===== src/rtl/trap_ctrl_v2.sv =====
// Machine-mode trap controller: synchronised level/edge interrupts, fixed
// exception priority, direct/vectored target, and a request/flush/commit handshake.

module trap_irq_lane #(
    parameter bit IS_EDGE = 1'b0
) (
    input  logic clk,
    input  logic reset,
    input  logic irq_raw,
    input  logic clr,
    output logic pend
);
    logic s1, s2, s3, p;

    // s3 lags s2 by one cycle so an edge pends one cycle after the level view
    always_ff @(posedge clk or posedge reset) begin
        if (reset) begin
            s1 <= 1'b0;
            s2 <= 1'b0;
            s3 <= 1'b0;
            p  <= 1'b0;
        end else begin
            s1 <= irq_raw;
            s2 <= s1;
            s3 <= s2;
            if (IS_EDGE) begin
                if (s2 && !s3)
                    p <= 1'b1;
                else if (clr)
                    p <= 1'b0;
            end
        end
    end

    assign pend = IS_EDGE ? p : s2;
endmodule

module trap_ctrl_v2 #(
    parameter int                 NUM_IRQ   = 16,
    parameter int                 XLEN      = 32,
    parameter logic [NUM_IRQ-1:0] EDGE_MASK = '0
) (
    input  logic               clk,
    input  logic               reset,
    input  logic [XLEN-1:0]    mtvec,
    input  logic               mstatus_mie,
    input  logic [NUM_IRQ-1:0] mie,
    input  logic [NUM_IRQ-1:0] irq_in,
    input  logic [NUM_IRQ-1:0] irq_clear,
    input  logic [4:0]         exc_vec,
    input  logic [XLEN-1:0]    epc_in,
    input  logic               flush_ack,
    output logic [NUM_IRQ-1:0] mip_out,
    output logic               trap_req,
    output logic               trap_is_irq,
    output logic [XLEN-1:0]    trap_pc,
    output logic [XLEN-1:0]    cause,
    output logic [XLEN-1:0]    mepc_out,
    output logic               commit,
    output logic               busy
);
    typedef enum logic [1:0] {IDLE, REQ, COMMIT} state_t;

    state_t             state, state_nxt;
    logic               capture;
    logic [NUM_IRQ-1:0] pending, irq_act, commit_clr;
    logic               irq_ok, take_exc;
    logic [4:0]         exc_code, irq_code, nxt_code;
    logic [XLEN-1:0]    base, nxt_pc;

    genvar gi;
    generate
        for (gi = 0; gi < NUM_IRQ; gi++) begin : g_lane
            assign commit_clr[gi] = commit && trap_is_irq && (cause[4:0] == 5'(gi));
            trap_irq_lane #(.IS_EDGE(EDGE_MASK[gi])) u_lane (
                .clk     (clk),
                .reset   (reset),
                .irq_raw (irq_in[gi]),
                .clr     (irq_clear[gi] | commit_clr[gi]),
                .pend    (pending[gi])
            );
        end
    endgenerate

    assign mip_out  = pending;
    assign irq_act  = pending & mie;
    assign irq_ok   = mstatus_mie & (|irq_act);
    assign take_exc = |exc_vec;

    always_comb begin
        exc_code = 5'd0;
        if      (exc_vec[0]) exc_code = 5'd0;
        else if (exc_vec[1]) exc_code = 5'd2;
        else if (exc_vec[2]) exc_code = 5'd4;
        else if (exc_vec[3]) exc_code = 5'd6;
        else if (exc_vec[4]) exc_code = 5'd11;
    end

    // Scan downward so the lowest active channel is the last one written
    always_comb begin
        irq_code = 5'd0;
        for (int i = NUM_IRQ - 1; i >= 0; i--)
            if (irq_act[i]) irq_code = 5'(i);
    end

    assign nxt_code = take_exc ? exc_code : irq_code;
    assign base     = {mtvec[XLEN-1:2], 2'b00};
    assign nxt_pc   = (mtvec[1:0] == 2'b01 && !take_exc)
                    ? base + ({{(XLEN-5){1'b0}}, nxt_code} << 2) : base;

    always_ff @(posedge clk or posedge reset) begin
        if (reset) state <= IDLE;
        else       state <= state_nxt;
    end

    always_comb begin
        state_nxt = state;
        capture   = 1'b0;
        case (state)
            IDLE: if (take_exc || irq_ok) begin
                capture   = 1'b1;
                state_nxt = REQ;
            end
            REQ:     if (flush_ack) state_nxt = COMMIT;
            COMMIT:  state_nxt = IDLE;
            default: state_nxt = IDLE;
        endcase
    end

    always_ff @(posedge clk or posedge reset) begin
        if (reset) begin
            trap_is_irq <= 1'b0;
            trap_pc     <= '0;
            cause       <= '0;
            mepc_out    <= '0;
        end else if (capture) begin
            trap_is_irq <= !take_exc;
            trap_pc     <= nxt_pc;
            cause       <= {!take_exc, {(XLEN-6){1'b0}}, nxt_code};
            mepc_out    <= epc_in;
        end
    end

    assign trap_req = (state == REQ);
    assign commit   = (state == COMMIT);
    assign busy     = (state != IDLE);
endmodule


===== config.mk =====
export PLATFORM = sky130hd
export DESIGN_NAME = trap_ctrl_v2
export DESIGN_NICKNAME = d
export VERILOG_FILES = /design/src/rtl/trap_ctrl_v2.sv
export SDC_FILE = /design/constraint.sdc
export NUM_CORES = 1
export LEC_CHECK = 0
export ABC_CLOCK_PERIOD_IN_PS = 4100
export BUFFER_PORTS_ARGS = -buffer_cell sky130_fd_sc_hd__buf_2
export CAP_MARGIN = 20
export CORE_ASPECT_RATIO = 1.75
export CORE_MARGIN = 4
export CORE_UTILIZATION = 46
export CTS_CLUSTER_SIZE = 30
export DETAILED_ROUTE_END_ITERATION = 7
export PLACE_DENSITY = 0.84
export SETUP_SLACK_MARGIN = 0.15
export SLEW_MARGIN = 10
export SYNTH_ARGS = -nofsm -noshare
export SYNTH_HDL_FRONTEND = slang
export SYNTH_SLANG_ARGS = --single-unit
export TNS_END_PERCENT = 100

===== constraint.sdc =====
create_clock -name clk -period 4.1 [get_ports clk]
set_input_delay 0.82 -clock clk [delete_from_list [all_inputs] [get_ports clk]]
set_output_delay 0.82 -clock clk [all_outputs]
set_load 0.01 [all_outputs]

**After elaboration in Yosys (flattened, before gate mapping)**

Index checks and enable logic that the tools add are counted.

- Word-level logic and storage cells: 81
- Memories: 0
- Output and inout port bits: 116
- Bits in latches: 0
- Bits in read-only memories: 0
- Flip-flop bits (word level): 105
- Bits in writable memories: 0

- Reduce and logical (&&, ||, !) cells: 8
- Bitwise gates (word level): 2
- Muxes and demuxes: 28
- $lt $le $gt $ge: 0
- Shifts and indexed selects: 0
- Add/subtract/negate cells: 1
- Div/mod/pow operators: 0
- Equal/unequal tests: 5
- $mul: 0

Operators with widths:

| kind | number |
|---|---|
| 5-bit 2-to-1 mux | 17 |
| 32-bit by 7-bit adder with 32-bit output | 1 |
| 32-bit 2-to-1 mux | 1 |
| 4-bit 2-to-1 mux | 5 |
| 16-bit bitwise AND | 1 |
| 16-bit OR reduction | 1 |
| 5-bit OR reduction | 1 |
| 2-bit by 1-bit == test with 1-bit output, second input constant | 2 |
| 2-bit 2-to-1 mux | 2 |
| 2-bit inequality test, second input constant | 2 |
| 2-bit case mux with 2 select lines | 1 |
| 2-bit == test, second input constant | 1 |
| 2-bit logical NOT | 1 |
| 1-bit 2-to-1 mux | 2 |
| 2-bit AND reduction | 1 |
| 2-bit nonzero test | 1 |
| 1-bit bitwise AND | 1 |
| 1-bit logical AND | 1 |
| 1-bit logical NOT | 1 |
| 1-bit logical OR | 1 |

**Longest topological paths before layout**

- Depth after elaboration: 20
- Gate-level depth with buffers: 14
- Depth with buffers taken out: 14

**Modules after synthesis**

From an unflattened synthesis, not the netlist that was laid out.

- Cell total of the unflattened synthesis: 449
- Area, all modules: 4840.9 µm²

Modules (own cells, without submodules):

| module | cells an instance | area an instance (µm²) | times used | seq. area each (µm²) |
|---|---|---|---|---|
| trap_ctrl_v2 | 401 | 3980.1 | 1 | 1726.7 |
| trap_irq_lane | 3 | 53.8 | 16 | 50.0 |

**Least setup slack after synthesis**

OpenSTA, ideal clock, no wires.

- Path kind: input-to-reg
- Start point: in mie[7]
- End point: reg trap_pc[24]
- Slack: 0.477 ns
- Data arrival time: 3.500 ns
- Stages: 14
- Setup time: 0.123 ns
- Cells stage by stage: nand2_1 -> a32o_1 -> a222oi_1 -> o21ai_0 -> a31oi_1 -> ha_1 -> inv_1 -> fa_1 -> nor2b_1 -> o21ai_0 -> a2111oi_4 -> and4_1 -> xnor2_1 -> a21oi_2

- Word-level cells in the longest chain between the ends: 12
- Elaborated cells on any way between the ends: 17

RTL lines:

| element | line | RTL |
|---|---|---|
| from (decl) | 47 | `input logic [NUM_IRQ-1:0] mie,` |
| 16-bit bitwise AND | 86 | `assign irq_act = pending & mie;` |
| 5-bit 2-to-1 mux (8 in a row) | 103 | `if (irq_act[i]) irq_code = 5'(i);` |
| 5-bit 2-to-1 mux | 106 | `assign nxt_code = take_exc ? exc_code : irq_code;` |
| via nxt_code[0] | 68 | `logic [4:0] exc_code, irq_code, nxt_code;` |
| 32-bit by 7-bit adder with 32-bit output | 109 | `? base + ({{(XLEN-5){1'b0}}, nxt_code} << 2) : base;` |
| 32-bit 2-to-1 mux | 109 |  |
| to (signal assigned) | 138 | `trap_pc <= nxt_pc;` |
| to (decl) | 56 | `output logic [XLEN-1:0] trap_pc,` |

The timed path passes the listed nets, and every way through them passes these cells.
A chain may end at the register's enable or synchronous reset.

**Final worst setup path**

Same ends and word-level chain as after synthesis.

==> flow_metrics.tcl <==
set metrics [dict create \
    pre_cts_slack_ps -98.81 \
    post_cts_resized 0 \
    ant_nets 0 \
    post_cts_buffers 0 \
    critPathMaxStageDelay_ps 400 \
    vdd_drop_max_uv 515.2 \
    max_slew_margin 0.4573 \
    cts_hold_buf 0 \
    synth_cell_types 40 \
    gp_congestion 0.8375 \
    rows 48 \
    wl_met1_mm 3.697 \
    synth_area_um2 4672 \
    insertedDiodeCount 0 \
    wl_met2_mm 6.540 \
    drt_wl_total_mm 11.54 \
    insertion_delay_ps 340 \
    skew_ps 8.573 \
    fin_area_um2 5852 \
    async_reset_ff_frac 1.000 \
    routed-via-count 3703 \
    setup_viol 0 \
    fin_cells 726 \
    firstDrtPassIters 4 \
    syn-instance-count 419 \
    wl_met3_um 889 \
    worstPathArrival_ps 3900 \
    ys_seq_area_frac 0.5410 \
    drive_gt1_frac 0.4309 \
    cts_tree "built" \
    start_util 0.4715 \
    max-cap-violations 0 \
    grt_max_degree 69 \
    io_pins 237 \
    chipHeight_um 141.3 \
    path_buf_inv 3 \
    grt_antenna_before_repair 1 \
    crit_path_start_kind "input port" \
    clk_pin_slew_ps 70 \
    hold_viol 0 \
    avgRoutedWirePerCell_um 15.90 \
    cp-end-kind "flop" \
    dpl_cell_area_um2 5544 \
    min_period_ps 3701 \
    ys_ff_latch 101 \
    timing.critical_path.mode_cell "o21ai_1" \
    synth-main-ff-cell "dfrtp_1" \
    highest_layer "met5" \
    min_path_type "reg2reg" \
    clk_path_buf_depth 2 \
    period_share 0.9026 \
    max_freq_mhz 270.2 \
    slew_viol_final 0 \
    place_inst 710 \
    viasPerCell 5.101 \
    hpwl_mm 9.199 \
    crit_slowest_cell "fa_1" \
    die-area_um2 11900 \
    path_max_fanout 9 \
    power_mw 3.728 \
    cts-root-buf "clkbuf_16" \
    cp.required_ps 4300 \
    synth_top_cell_area_share 0.5410 \
    setup_ws_ps 399.4 \
    ys_top_cells_by_area "dfrtp_1 54%, mux2_2 8.7%, buf_4 7.4%, nor2_1 3.6%, a21oi_1 3.4%" \
    crit_path_cell_trace "buf_2, nand2_1, a32o_1, a222oi_1, o21ai_1, a31oi_2, ha_2, inv_1, fa_1, nor2b_1, o21ai_1, a2111oi_4, buf_4, and4_1, xnor2_1, a21oi_2" \
    cp_top_family "compound AO/OA/AOI/OAI gates" \
    synth_top_cell_by_area "dfrtp_1" \
    cts.sinks 101 \
    leakagePower_nw 2.842 \
    tightest_slew_ps 814.1 \
    worstSetupPathType "in2reg" \
    synth-edff-count 0 \
    ys.warnings.count 0 \
    syn2layout_area_growth_pct 25.25 \
    dieWidth_um 84.18 \
    grt.overflow.total 0 \
    port_buffers 191 \
    cts_buffers 9 \
    rsz0062_at_grt "false" \
    drt_iter0_markers 176 \
    grt_pass1_wl_mm 18.43 \
    final_nets 722 \
    yosysMostFrequentCell "dfrtp_1" \
    syn_avg_cell_area_um2 11.15 \
    cts_max_level 3 \
    status "completed" \
    synthTopCellsByCount "101 x dfrtp_1, 46 x buf_4, 45 x nor2_1, 36 x mux2_2, 32 x a21oi_1" \
    grt_usage 0.1944 \
    power_density_nw_per_um2 637.0 \
    core_area_um2 9910 \
    grt_pass1_vias 3995 \
    drc_errors 0 \
]
-- report_power, final --
group / switching (mW) / internal [mW] / leakage, nW
registers: 0.185 / 1.35 / 1.17
logic: 0.741 / 0.619 / 1.53
clock network: 0.401 / 0.433 / 0.148
total: 1.33 / 2.40 / 2.84
-- layer usage --
layer | global-route usage | up-vias
met3 | 0.05055 | 33
met2 | 0.3784 | 180
met5 | 0 | -
li1 | - | 1723
met4 | 0.08983 | 2
met1 | 0.1843 | 1765
-- kinds of logic (layout without fill, tap and decap cells) --
kind of cell / count (synthesis) / in the layout / synth area share
xor+xnor: 27 / 27 / 0.05061
simple gates: 110 / 110 / 0.1146
other cells: 1 / 29 / 0.0008027
compound gates: 70 / 70 / 0.09668
flops: 101 / 101 / 0.5410
buf+inv: 69 / 223 / 0.09454
fa+ha+maj: 5 / 5 / 0.01500
mux: 36 / 36 / 0.08677
-- sequential cells by signal, indices dropped and copies added (netlist names) --
name / flops
g_lane.u_lane.pend: 16
cause: 5
g_lane.u_lane.s1: 16
trap_pc: 30
mepc_out: 32
state: 2
-- layout make-up --
cell class,count,area [um^2]
timing repair buffer,197,1001
fill,840,4058
clock buffer,9,225.2
inverter,10,40.04
sequential,101,2527
tap,125,156.4
multi-input combinational,277,1828
clock inverter,7,73.82
-- path summary, 6_finish.rpt --
| path | from | to | slack, ps | cells after the start |
|---|---|---|---|---|
| worst max-delay path | mie[7] | trap_pc[24]$_DFFE_PP0P_ | 400 | 16 |
| worst min-delay path | g_lane[2].u_lane.s1$_DFF_PP0_ | g_lane[2].u_lane.pend$_DFF_PP0_ | 350 | 0 |
| worst max register to register | g_lane[7].u_lane.pend$_DFF_PP0_ | trap_pc[24]$_DFFE_PP0P_ | 590 | 15 |
| worst min register to register | g_lane[2].u_lane.s1$_DFF_PP0_ | g_lane[2].u_lane.pend$_DFF_PP0_ | 350 | 0 |
| max in group asynchronous | reset | mepc_out[16]$_DFFE_PP0P_ | 2490 | 3 |
| min in group asynchronous | reset | mepc_out[6]$_DFFE_PP0P_ | 640 | 2 |
-- layout by cell type, fill, tap and decap left out, types with 4 or more instances in the layout --
| master | synthesis | layout |
|---|---|---|
| buf_4 | 46 | 6 |
| nand3_1 | 14 | 14 |
| xnor2_1 | 10 | 10 |
| o21ai_0 | 9 | 7 |
| clkbuf_16 | 0 | 9 |
| nand2_1 | 23 | 23 |
| conb_1 | 1 | 29 |
| inv_1 | 10 | 9 |
| nand4_1 | 5 | 5 |
| buf_2 | 8 | 191 |
| nor2_1 | 45 | 45 |
| a22oi_1 | 8 | 8 |
| mux2_2 | 36 | 36 |
| dfrtp_1 | 101 | 101 |
| and4_1 | 4 | 4 |
| xor2_1 | 17 | 17 |
| a31oi_1 | 6 | 5 |
| and3_1 | 9 | 9 |
| a21oi_1 | 32 | 31 |
-- metrics by stage --
stage / hold WS [ps] / utilization / setup TNS (ps)
after floorplan: 331.2 / - / 0
after global placement: 332.6 / 0.5595 / 0
after detailed placement: 334.7 / 0.5595 / -206.8
after CTS: 346.7 / 0.5896 / 0
after global routing: 359.4 / 0.5905 / 0
final: 348.0 / 0.5905 / 0
Power figures use the tool's default switching activity.
